[src/rtl/fft_pkg.sv]
// Shared types and address arithmetic for the radix-2 DIT FFT address generator.
package fft_pkg;

  localparam int LOG2N_DEF = 10;
  localparam int N_DEF     = 1 << LOG2N_DEF;
  localparam int SW_DEF    = $clog2(LOG2N_DEF);

  typedef enum logic [1:0] {
    IDLE = 2'd0,
    RUN  = 2'd1,
    GAP  = 2'd2,
    DONE = 2'd3
  } agu_state_t;

  // Wide results; callers truncate to their own port widths.
  typedef struct packed {
    logic [31:0] a;
    logic [31:0] b;
    logic [31:0] tw;
  } agu_addr_t;

  // Butterfly j of stage s: split j into group and position within the group,
  // spread groups 2^(s+1) apart, and scale the position into the twiddle ROM.
  function automatic agu_addr_t calc_addr(input int unsigned log2n,
                                          input int unsigned s,
                                          input int unsigned j);
    int unsigned half;
    int unsigned pos;
    int unsigned grp;
    agu_addr_t   r;
    half = 32'd1 << s;
    pos  = j & (half - 32'd1);
    grp  = j >> s;
    r.a  = (grp << (s + 32'd1)) + pos;
    r.b  = r.a + half;
    r.tw = pos << (log2n - 32'd1 - s);
    return r;
  endfunction

endpackage

[src/rtl/fft_agu_param_if.sv]
// Bus between the address generator, the control sequencer and the datapath.
// Handshake: a butterfly transfers on a cycle where valid_o and ready_i are both
// high; while valid_o is high and ready_i is low every address/flag output holds.
interface fft_agu_param_if #(
  parameter int LOG2N = fft_pkg::LOG2N_DEF
) ();
  localparam int SW = $clog2(LOG2N);

  logic             start_i;
  logic             inverse_i;
  logic             ready_i;
  logic             valid_o;
  logic [LOG2N-1:0] addr_a_o;
  logic [LOG2N-1:0] addr_b_o;
  logic [LOG2N-2:0] twiddle_addr_o;
  logic             memsel_o;
  logic [SW-1:0]    stage_o;
  logic             last_o;
  logic             inverse_o;
  logic             busy_o;
  logic             done_o;

  modport master (
    input  start_i, inverse_i, ready_i,
    output valid_o, addr_a_o, addr_b_o, twiddle_addr_o, memsel_o, stage_o,
           last_o, inverse_o, busy_o, done_o
  );

  modport slave (
    output start_i, inverse_i, ready_i,
    input  valid_o, addr_a_o, addr_b_o, twiddle_addr_o, memsel_o, stage_o,
           last_o, inverse_o, busy_o, done_o
  );
endinterface

[src/rtl/fft_agu_addr_calc.sv]
// Combinational operand/twiddle address calculation for one (stage, butterfly).
module fft_agu_addr_calc
  import fft_pkg::*;
#(
  parameter int LOG2N = LOG2N_DEF,
  parameter int SW    = $clog2(LOG2N)
) (
  input  logic [SW-1:0]    s,
  input  logic [LOG2N-2:0] j,
  output logic [LOG2N-1:0] addr_a,
  output logic [LOG2N-1:0] addr_b,
  output logic [LOG2N-2:0] twiddle
);

  agu_addr_t r;

  // Results never exceed the port widths, so truncation loses nothing.
  always_comb begin
    r       = calc_addr(LOG2N, 32'(s), 32'(j));
    addr_a  = LOG2N'(r.a);
    addr_b  = LOG2N'(r.b);
    twiddle = (LOG2N-1)'(r.tw);
  end

endmodule

[src/rtl/fft_agu_param.sv]
// Address generation unit for an in-place radix-2 DIT FFT: walks stages and
// butterflies, stalls on ready_i, inserts a drain gap between stages.
module fft_agu_param
  import fft_pkg::*;
#(
  parameter int LOG2N     = LOG2N_DEF,
  parameter int STAGE_GAP = 4
) (
  input  logic               clk,
  input  logic               rst_n,
  fft_agu_param_if.master    bus,
  output agu_state_t         dbg_state
);

  localparam int                SW       = $clog2(LOG2N);
  localparam int                GW       = 16;
  localparam logic [LOG2N-2:0]  J_LAST   = '1;
  localparam logic [SW-1:0]     S_LAST   = SW'(LOG2N - 1);
  localparam logic [GW-1:0]     GAP_LAST = (STAGE_GAP > 0) ? GW'(STAGE_GAP - 1) : '0;

  agu_state_t       state, state_nxt;
  logic [SW-1:0]    s, s_nxt;
  logic [LOG2N-2:0] j, j_nxt;
  logic [GW-1:0]    gap_cnt, gap_nxt;
  logic             inv_q, inv_nxt;

  logic [LOG2N-1:0] calc_a, calc_b;
  logic [LOG2N-2:0] calc_tw;
  logic [LOG2N-1:0] a_q, b_q;
  logic [LOG2N-2:0] tw_q;
  logic             valid_q, last_q, busy_q, done_q;

  // Addresses are computed for the next (s, j) so they can be registered.
  fft_agu_addr_calc #(.LOG2N(LOG2N), .SW(SW)) u_calc (
    .s       (s_nxt),
    .j       (j_nxt),
    .addr_a  (calc_a),
    .addr_b  (calc_b),
    .twiddle (calc_tw)
  );

  // Next-state and counter update.
  always_comb begin
    state_nxt = state;
    s_nxt     = s;
    j_nxt     = j;
    gap_nxt   = gap_cnt;
    inv_nxt   = inv_q;
    case (state)
      IDLE: begin
        if (bus.start_i) begin
          state_nxt = RUN;
          s_nxt     = '0;
          j_nxt     = '0;
          inv_nxt   = bus.inverse_i;
        end
      end
      RUN: begin
        if (bus.ready_i) begin
          if (j != J_LAST) begin
            j_nxt = j + 1'b1;
          end else if (STAGE_GAP > 0) begin
            state_nxt = GAP;
            gap_nxt   = '0;
          end else if (s == S_LAST) begin
            state_nxt = DONE;
          end else begin
            s_nxt = s + 1'b1;
            j_nxt = '0;
          end
        end
      end
      GAP: begin
        if (gap_cnt == GAP_LAST) begin
          if (s == S_LAST) begin
            state_nxt = DONE;
          end else begin
            state_nxt = RUN;
            s_nxt     = s + 1'b1;
            j_nxt     = '0;
          end
        end else begin
          gap_nxt = gap_cnt + 1'b1;
        end
      end
      DONE: state_nxt = IDLE;
      default: state_nxt = IDLE;
    endcase
  end

  // State, counters and registered outputs; addresses only load when a
  // butterfly will be presented, so they hold across stalls.
  always_ff @(posedge clk) begin
    if (!rst_n) begin
      state   <= IDLE;
      s       <= '0;
      j       <= '0;
      gap_cnt <= '0;
      inv_q   <= 1'b0;
      valid_q <= 1'b0;
      last_q  <= 1'b0;
      busy_q  <= 1'b0;
      done_q  <= 1'b0;
      a_q     <= '0;
      b_q     <= '0;
      tw_q    <= '0;
    end else begin
      state   <= state_nxt;
      s       <= s_nxt;
      j       <= j_nxt;
      gap_cnt <= gap_nxt;
      inv_q   <= inv_nxt;
      valid_q <= (state_nxt == RUN);
      last_q  <= (state_nxt == RUN) && (j_nxt == J_LAST);
      busy_q  <= (state_nxt != IDLE);
      done_q  <= (state_nxt == DONE);
      if (state_nxt == RUN) begin
        a_q  <= calc_a;
        b_q  <= calc_b;
        tw_q <= calc_tw;
      end
    end
  end

  assign bus.valid_o        = valid_q;
  assign bus.addr_a_o       = a_q;
  assign bus.addr_b_o       = b_q;
  assign bus.twiddle_addr_o = tw_q;
  assign bus.memsel_o       = s[0];
  assign bus.stage_o        = s;
  assign bus.last_o         = last_q;
  assign bus.inverse_o      = inv_q;
  assign bus.busy_o         = busy_q;
  assign bus.done_o         = done_q;
  assign dbg_state          = state;

endmodule
[src/flat_wrapper.sv]
// flat-port wrapper written by rule: the top's interface ports become plain ports
module fft_agu_param_flat import fft_pkg::*;
#(
  parameter int LOG2N     = LOG2N_DEF,
  parameter int STAGE_GAP = 4
)
  (clk, rst_n, dbg_state, bus_start_i, bus_inverse_i, bus_ready_i, bus_valid_o, bus_addr_a_o, bus_addr_b_o, bus_twiddle_addr_o, bus_memsel_o, bus_stage_o, bus_last_o, bus_inverse_o, bus_busy_o, bus_done_o);
  fft_agu_param_if #(.LOG2N(LOG2N)) bus_i ();
  input  logic clk;
  input  logic rst_n;
  output agu_state_t dbg_state;
  input wire logic [$bits(bus_i.start_i)-1:0] bus_start_i;
  input wire logic [$bits(bus_i.inverse_i)-1:0] bus_inverse_i;
  input wire logic [$bits(bus_i.ready_i)-1:0] bus_ready_i;
  output wire logic [$bits(bus_i.valid_o)-1:0] bus_valid_o;
  output wire logic [$bits(bus_i.addr_a_o)-1:0] bus_addr_a_o;
  output wire logic [$bits(bus_i.addr_b_o)-1:0] bus_addr_b_o;
  output wire logic [$bits(bus_i.twiddle_addr_o)-1:0] bus_twiddle_addr_o;
  output wire logic [$bits(bus_i.memsel_o)-1:0] bus_memsel_o;
  output wire logic [$bits(bus_i.stage_o)-1:0] bus_stage_o;
  output wire logic [$bits(bus_i.last_o)-1:0] bus_last_o;
  output wire logic [$bits(bus_i.inverse_o)-1:0] bus_inverse_o;
  output wire logic [$bits(bus_i.busy_o)-1:0] bus_busy_o;
  output wire logic [$bits(bus_i.done_o)-1:0] bus_done_o;
  assign bus_i.start_i = bus_start_i;
  assign bus_i.inverse_i = bus_inverse_i;
  assign bus_i.ready_i = bus_ready_i;
  assign bus_valid_o = bus_i.valid_o;
  assign bus_addr_a_o = bus_i.addr_a_o;
  assign bus_addr_b_o = bus_i.addr_b_o;
  assign bus_twiddle_addr_o = bus_i.twiddle_addr_o;
  assign bus_memsel_o = bus_i.memsel_o;
  assign bus_stage_o = bus_i.stage_o;
  assign bus_last_o = bus_i.last_o;
  assign bus_inverse_o = bus_i.inverse_o;
  assign bus_busy_o = bus_i.busy_o;
  assign bus_done_o = bus_i.done_o;
  fft_agu_param #(.LOG2N(LOG2N), .STAGE_GAP(STAGE_GAP)) u_core (.clk(clk), .rst_n(rst_n), .bus(bus_i), .dbg_state(dbg_state));
endmodule
[config.mk]
export PLATFORM = sky130hd
export DESIGN_NAME = fft_agu_param_flat
export DESIGN_NICKNAME = d
export VERILOG_FILES = /design/src/rtl/fft_pkg.sv /design/src/rtl/fft_agu_param_if.sv /design/src/rtl/fft_agu_addr_calc.sv /design/src/rtl/fft_agu_param.sv /design/src/flat_wrapper.sv
export SDC_FILE = /design/constraint.sdc
export NUM_CORES = 1
export LEC_CHECK = 0
export BUFFER_PORTS_ARGS = -buffer_cell sky130_fd_sc_hd__clkbuf_2
export CORE_MARGIN = 2
export CORE_UTILIZATION = 33
export CTS_CLUSTER_DIAMETER = 30
export DETAILED_ROUTE_END_ITERATION = 8
export SLEW_MARGIN = 5
export SYNTH_ARGS = -nofsm -noshare
export SYNTH_HDL_FRONTEND = slang
export SYNTH_SLANG_ARGS = --single-unit
[constraint.sdc]
create_clock -name clk -period 15.25 [get_ports clk]
set_input_delay 3.05 -clock clk [delete_from_list [all_inputs] [get_ports clk]]
set_output_delay 3.05 -clock clk [all_outputs]
set_load 0.03 [all_outputs]
# ---- Word-level counts from Yosys, hierarchy flattened
# Cells that the tools add are included.
dict set report op_classes {
  n_addsub 8
  n_eq_ne 12
  n_shift 4
  mux 20
  bitwise_logic 1
  reduce_logical 6
}
# cell count
set ops {}
lappend ops {{two-way mux 16 bit} 3}
lappend ops {{two-way mux 9 bit} 5}
lappend ops {{bitwise AND 9 x 32 -> 32 bit} 1}
lappend ops {{one-hot mux 16 bit (2 select lines)} 1}
lappend ops {{left shift 1 x 4 -> 32 bit (first input constant)} 1}
lappend ops {{left shift 32 x 32 -> 9 bit} 1}
lappend ops {{left shift 32 x 5 -> 10 bit} 1}
lappend ops {{right shift 9 x 4 -> 32 bit} 1}
lappend ops {{subtractor 32 x 1 -> 32 bit (second input constant)} 1}
lappend ops {{one-hot mux 9 bit (3 select lines)} 1}
lappend ops {{adder 10 bit} 2}
lappend ops {{adder 16 x 1 -> 16 bit (second input constant)} 1}
lappend ops {{== test 16 x 2 -> 1 bit (second input constant)} 1}
lappend ops {{two-way mux 4 bit} 3}
lappend ops {{two-way mux 2 bit} 5}
lappend ops {{adder 9 x 1 -> 9 bit (second input constant)} 1}
lappend ops {{== test 9 bit (second input constant)} 1}
lappend ops {{inequality test 9 bit (second input constant)} 1}
lappend ops {{one-hot mux 2 bit (4 select lines)} 1}
lappend ops {{one-hot mux 4 bit (2 select lines)} 1}
lappend ops {{== test 2 bit (second input constant)} 3}
lappend ops {{inequality test 2 bit (second input constant)} 3}
lappend ops {{adder 4 x 1 -> 5 bit (second input constant)} 1}
lappend ops {{subtractor 4 x 4 -> 5 bit (first input constant)} 1}
lappend ops {{other kinds (8)} 10}
dict set report word_totals {
  register_bits 65
  inputBits 5
  out_inout_bits 41
  word_cells 63
}

# ---- Logic depth before layout (Yosys ltp)
dict set report depth {
  word_depth 9
  mapped_depth 32
  mapped_depth_nobuf 31
}

# ---- Modules after synthesis
# A second synthesis with hierarchy kept.
dict set report unflattened {
  hier_cells 685
  hier_area_um2 5320.1
}
# mod n_inst cells_each area_each_um2 seq_area_each_um2
set by_module_without_submodules {}
lappend by_module_without_submodules {fft_agu_param 1 358 2947.8 1301.2}
lappend by_module_without_submodules {fft_agu_addr_calc 1 327 2372.3 0.0}

# ---- Worst setup path after synthesis
# Ideal clock, no wire load.
dict set report synth_path {
  path_kind {input to register}
  start {in bus_start_i}
  end {reg u_core.b_q[9], in the netlist u_core.bus.addr_b_o[9]}
  setup_time_ns 0.070
  arrival_ns 8.320
  t_required_ns 15.180
  setup_slack_ns 6.861
  cell_stages 30
  path_buffers 2
  path_cell_list {o21bai_2 nor2_1 a211o_1 o31ai_2 buf_2 clkbuf_1 ha_1 nand2_1 a211oi_1 a21o_1 nand2_1 nor4_1 ha_1 inv_1 fa_1 inv_1 a21oi_1 o21ai_0 a21oi_1 nor2_1 nor2_1 xnor2_1 ha_1 a21oi_1 o21ai_0 a21o_1 a21oi_1 xnor2_1 xnor3_1 a21oi_1}
}
dict set report synth_between {
  elab_chain_len 7
  word_cells_on_any_way 15
  classes_between {add/sub: 4; eq/ne: 1; shift: 3; mux: 6; bitwise: 1}
}
# element line
set synth_rtl {}
lappend synth_rtl {{start: declaration} flat_wrapper.sv:12} ;# input wire logic [$bits(bus_i.start_i)-1:0] bus_start_i;
lappend synth_rtl {{two-way mux 4 bit (*)} fft_agu_param.sv:51} ;# if (bus.start_i) begin
lappend synth_rtl {{one-hot mux 4 bit (2 select lines) (*)} fft_agu_param.sv:49} ;# case (state)
lappend synth_rtl {{net u_core.s_nxt[1]} fft_agu_param.sv:22} ;# logic [SW-1:0] s, s_nxt;
lappend synth_rtl {{left shift 1 x 4 -> 32 bit} fft_pkg.sv:31} ;# half = 32'd1 << s;
lappend synth_rtl {{subtractor 32 x 1 -> 32 bit} fft_pkg.sv:32} ;# pos = j & (half - 32'd1);
lappend synth_rtl {{bitwise AND 9 x 32 -> 32 bit} fft_pkg.sv:32}
lappend synth_rtl {{adder 10 bit (*)} fft_pkg.sv:34} ;# r.a = (grp << (s + 32'd1)) + pos;
lappend synth_rtl {{net u_core.calc_a[6]} fft_agu_param.sv:27} ;# logic [LOG2N-1:0] calc_a, calc_b;
lappend synth_rtl {{adder 10 bit (*)} fft_pkg.sv:35} ;# r.b = r.a + half;
lappend synth_rtl {{end signal: assignment} fft_agu_param.sv:119} ;# b_q <= calc_b;
lappend synth_rtl {{end: declaration} fft_agu_param.sv:29} ;# logic [LOG2N-1:0] a_q, b_q;
# The timed path passes the listed nets; every way through them passes the cells marked *.
# A chain may end at the register's enable or synchronous reset.

# ---- Final worst setup path
dict set report layout_path {
  start {in bus_start_i}
  end {reg u_core.b_q[9], in the netlist u_core.bus.addr_b_o[9]}
}
dict set report layout_between {
  elab_chain_len 7
  word_cells_on_any_way 15
  classes_between {add/sub: 4; eq/ne: 1; shift: 3; mux: 6; bitwise: 1}
}
# element line
set layout_rtl {}
lappend layout_rtl {{two-way mux 4 bit} fft_agu_param.sv:51}
lappend layout_rtl {{one-hot mux 4 bit (2 select lines)} fft_agu_param.sv:49}
lappend layout_rtl {{left shift 1 x 4 -> 32 bit} fft_pkg.sv:31}
lappend layout_rtl {{subtractor 32 x 1 -> 32 bit} fft_pkg.sv:32}
lappend layout_rtl {{bitwise AND 9 x 32 -> 32 bit} fft_pkg.sv:32}
lappend layout_rtl {{adder 10 bit (*)} fft_pkg.sv:34}
lappend layout_rtl {{net u_core.calc_a[6]} fft_agu_param.sv:27}
lappend layout_rtl {{adder 10 bit (*)} fft_pkg.sv:35}
# Marked as above.

==> flow_summary.ini <==
[floorplanning]
core_sq_um = 14500
initial_utilization = 0.335
ios = 46
fp.dieH_microns = 125
placementRows = 44
die_x_microns = 125
die_area_sq_um = 15700

[logic_synthesis]
synth-seq-area-share = 0.268
async_reset_ff_frac = 0
syn_inst = 651
synth-seq-cells = 65
syn_area_per_cell_sq_um = 7.46
yosysUniqueCellTypes = 69
yosysTopAreaCell = dfxtp_1
synth.area.top_cells = dfxtp_1 27%, ha_1 8.0%, a21oi_1 6.8%
synth_edf_count = 0
yosys_warnings = 0
syn-cell-area_sq_um = 4860
synth_nets = 689
synth_top_cell_area_share = 0.268
synth-main-ff-cell = dfxtp_1

[global_routing]
grt_max_degree = 41
grt-ovfl-total = 0
track_usage = 0.171
grt_pass1_wl_mm = 22.0
grt_pass1_vias = 4305
antenna_found_initial = 0

[clock_tree]
cts_resized = 0
htree_levels = 3
cts-root-buf = clkbuf_16
cts_setup_buffers = 0
clk_pin_slew_worst_paths_ps = 60
cts_buffers = 9
clk_path_buf_depth = 2
clock_sinks = 65
clock_latency_ps = 350
cts_tree = done
cts_hold_buf = 0

[sta]
worstMarginPinSlew_ps = 962
post-route-min-period_ps = 8560
relSlewSlack = 0.355
fin_ws_ps = 6690
period_share = 0.561
hold_ws_ps = 448
fmax_mhz = 117
report.final.hold_viol_count = 0
tns_ps = 0
setup_viol = 0
rsz0062_at_grt = no
finClkSkew_ps = 6.79
slew_viol_final = 0

[status]
status = complete, no violations

[drt]
vias = 4667
wl_per_cell_microns = 15.3
drc = 0
wirelength_mm = 13.2
viasPerCell = 5.41
postRouteAntennaNets = 0
drt_iter0_drc = 335
drt-pass1-iter-count = 5

[worst_setup_path]
worstPathMaxFanout = 24
cp.arrival_ps = 8840
start_kind = input port
crit_path_end_kind = flip-flop
worstPathRequired_ps = 15530
critPathKind = input port to flip-flop

[min_path]
hold_class = flip-flop to flip-flop

[placed_design]
pre_cts_ws_ps = 6450
placed_area_sq_um = 5190
hpwl_mm = 9.52
gp_congestion = 0.919
portBuffers = 45

[pwr]
fin_total_pwr_uw = 404
p_leak_uw = 0.00229
irDropWorstVdd_mv = 0.0494
power.density_nw_per_um2 = 73.7

[final_layout]
mostFrequentLayoutCells = 84 x nand2_1, 74 x nor2_1, 66 x a21oi_1, 65 x dfxtp_1, 45 x clkbuf_2
layout_commonest_cell = nand2_1
drive_gt1_frac = 0.122
nets = 712
fill_cells = 1520
insertedDiodeCount = 0
area_delta_synth_final_pct = 12.8
finish.instance_area_sq_um = 5480

[flow_run]
maxCapViolations = 0
==> sequential cells by signal (all words and copies together) (netlist names) <==
name,count
u_core.bus.addr_a_o,10
u_core.bus.addr_b_o,10
u_core.bus.busy_o,1
u_core.bus.done_o,1
u_core.bus.inverse_o,1
u_core.bus.last_o,1
u_core.bus.stage_o,4
u_core.bus.twiddle_addr_o,9
u_core.bus.valid_o,1
u_core.dbg_state,2
u_core.gap_cnt,16
u_core.j,9
==> cell families after synthesis <==
group	Yosys count	synth area share
flip-flops	65	0.268
AO/OA/AOI/OAI	179	0.239
multiplexers	13	0.0294
AND/OR/NAND/NOR	262	0.258
adder cells (fa/ha/maj)	33	0.0881
buffers and inverters	66	0.0554
XOR/XNOR	33	0.0623
==> Yosys cell counts (3+ instances only) <==
master and n:
a22oi_1 3, o21ai_0 29, a32oi_1 4, nor2b_1 5
o22ai_1 3, nand2b_1 6, nand3_1 23, a21oi_1 66
o21bai_1 5, or2_2 3, dfxtp_1 65, o21a_1 6
xor2_1 14, ha_1 31, and2_1 4, a31oi_1 8
buf_1 3, and3_1 10, nor3_1 15, mux2i_1 12
and4_1 5, nor4_1 6, or3_1 4, inv_1 26
o211ai_1 3, a21o_1 10, nor2_1 75, nand2_1 84
clkbuf_1 27, a211oi_1 12, buf_2 5, xnor2_1 18
nand4_1 11
==> metrics by stage <==
step                std cells   util
finish                    863  0.378
global route              863  0.378
CTS                       863  0.378
detailed placement        847  0.358
global placement          847  0.358
floorplan                 651      -
==> path summary, 6_finish.rpt <==
kind,slack [ps],cells past startpoint,startpoint,end
worst max-delay path,6690,27,bus_start_i,u_core.bus.addr_b_o[9]
worst max register to register,8290,27,u_core.gap_cnt[0],u_core.bus.addr_b_o[9]
worst min-delay path,450,2,u_core.bus.addr_b_o[5],u_core.bus.addr_b_o[5]
worst min register to register,450,2,u_core.bus.addr_b_o[5],u_core.bus.addr_b_o[5]
==> power by group <==
| part | switching, uW | internal [uW] |
|---|---|---|
| sequential | 1.48 | 172 |
| combinational | 16.7 | 6.23 |
| clock | 81.5 | 126 |
==> critical path: stages <==
cell      delay, ps
clkbuf_2        100
o21bai_2        140
nor2_1          200
a311oi_2        120
buf_4           250
inv_1           550
ha_1            440
nand2_1         120
ha_1            280
or4_1           520
a21o_1          220
inv_1           100
ha_1            270
a21oi_1         150
o21ai_0         130
a21oi_1         180
nor2_1           70
nor2_1          110
xnor2_1         160
ha_1            310
a21oi_1         150
o21ai_0         140
a21o_1          210
a21oi_1         190
xnor2_1         140
xnor3_1         400
a21oi_1         140
==> final cells by class <==
| type | count | area, sq um | share of cell area |
|---|---|---|---|
| repair buffers | 50 | 263 | 0.0480 |
| clock inverters | 5 | 56.3 | 0.0103 |
| flip-flops and latches | 65 | 1300 | 0.238 |
| well taps | 184 | 230 | 0.0420 |
| clock buffers | 11 | 233 | 0.0425 |
| multi-input cells | 520 | 3290 | 0.601 |
| inverters | 28 | 105 | 0.0192 |
==> layer usage <==
layer / track usage / vias to the layer above / part of all wire
met5: 0 / - / 0
met4: 0.0725 / 0 / 0.027
met3: 0.0342 / 24 / 0.050
met2: 0.252 / 130 / 0.42
met1: 0.241 / 2149 / 0.50
li1: - / 2364 / -
Note: power is estimated with default switching activity, not from simulation.
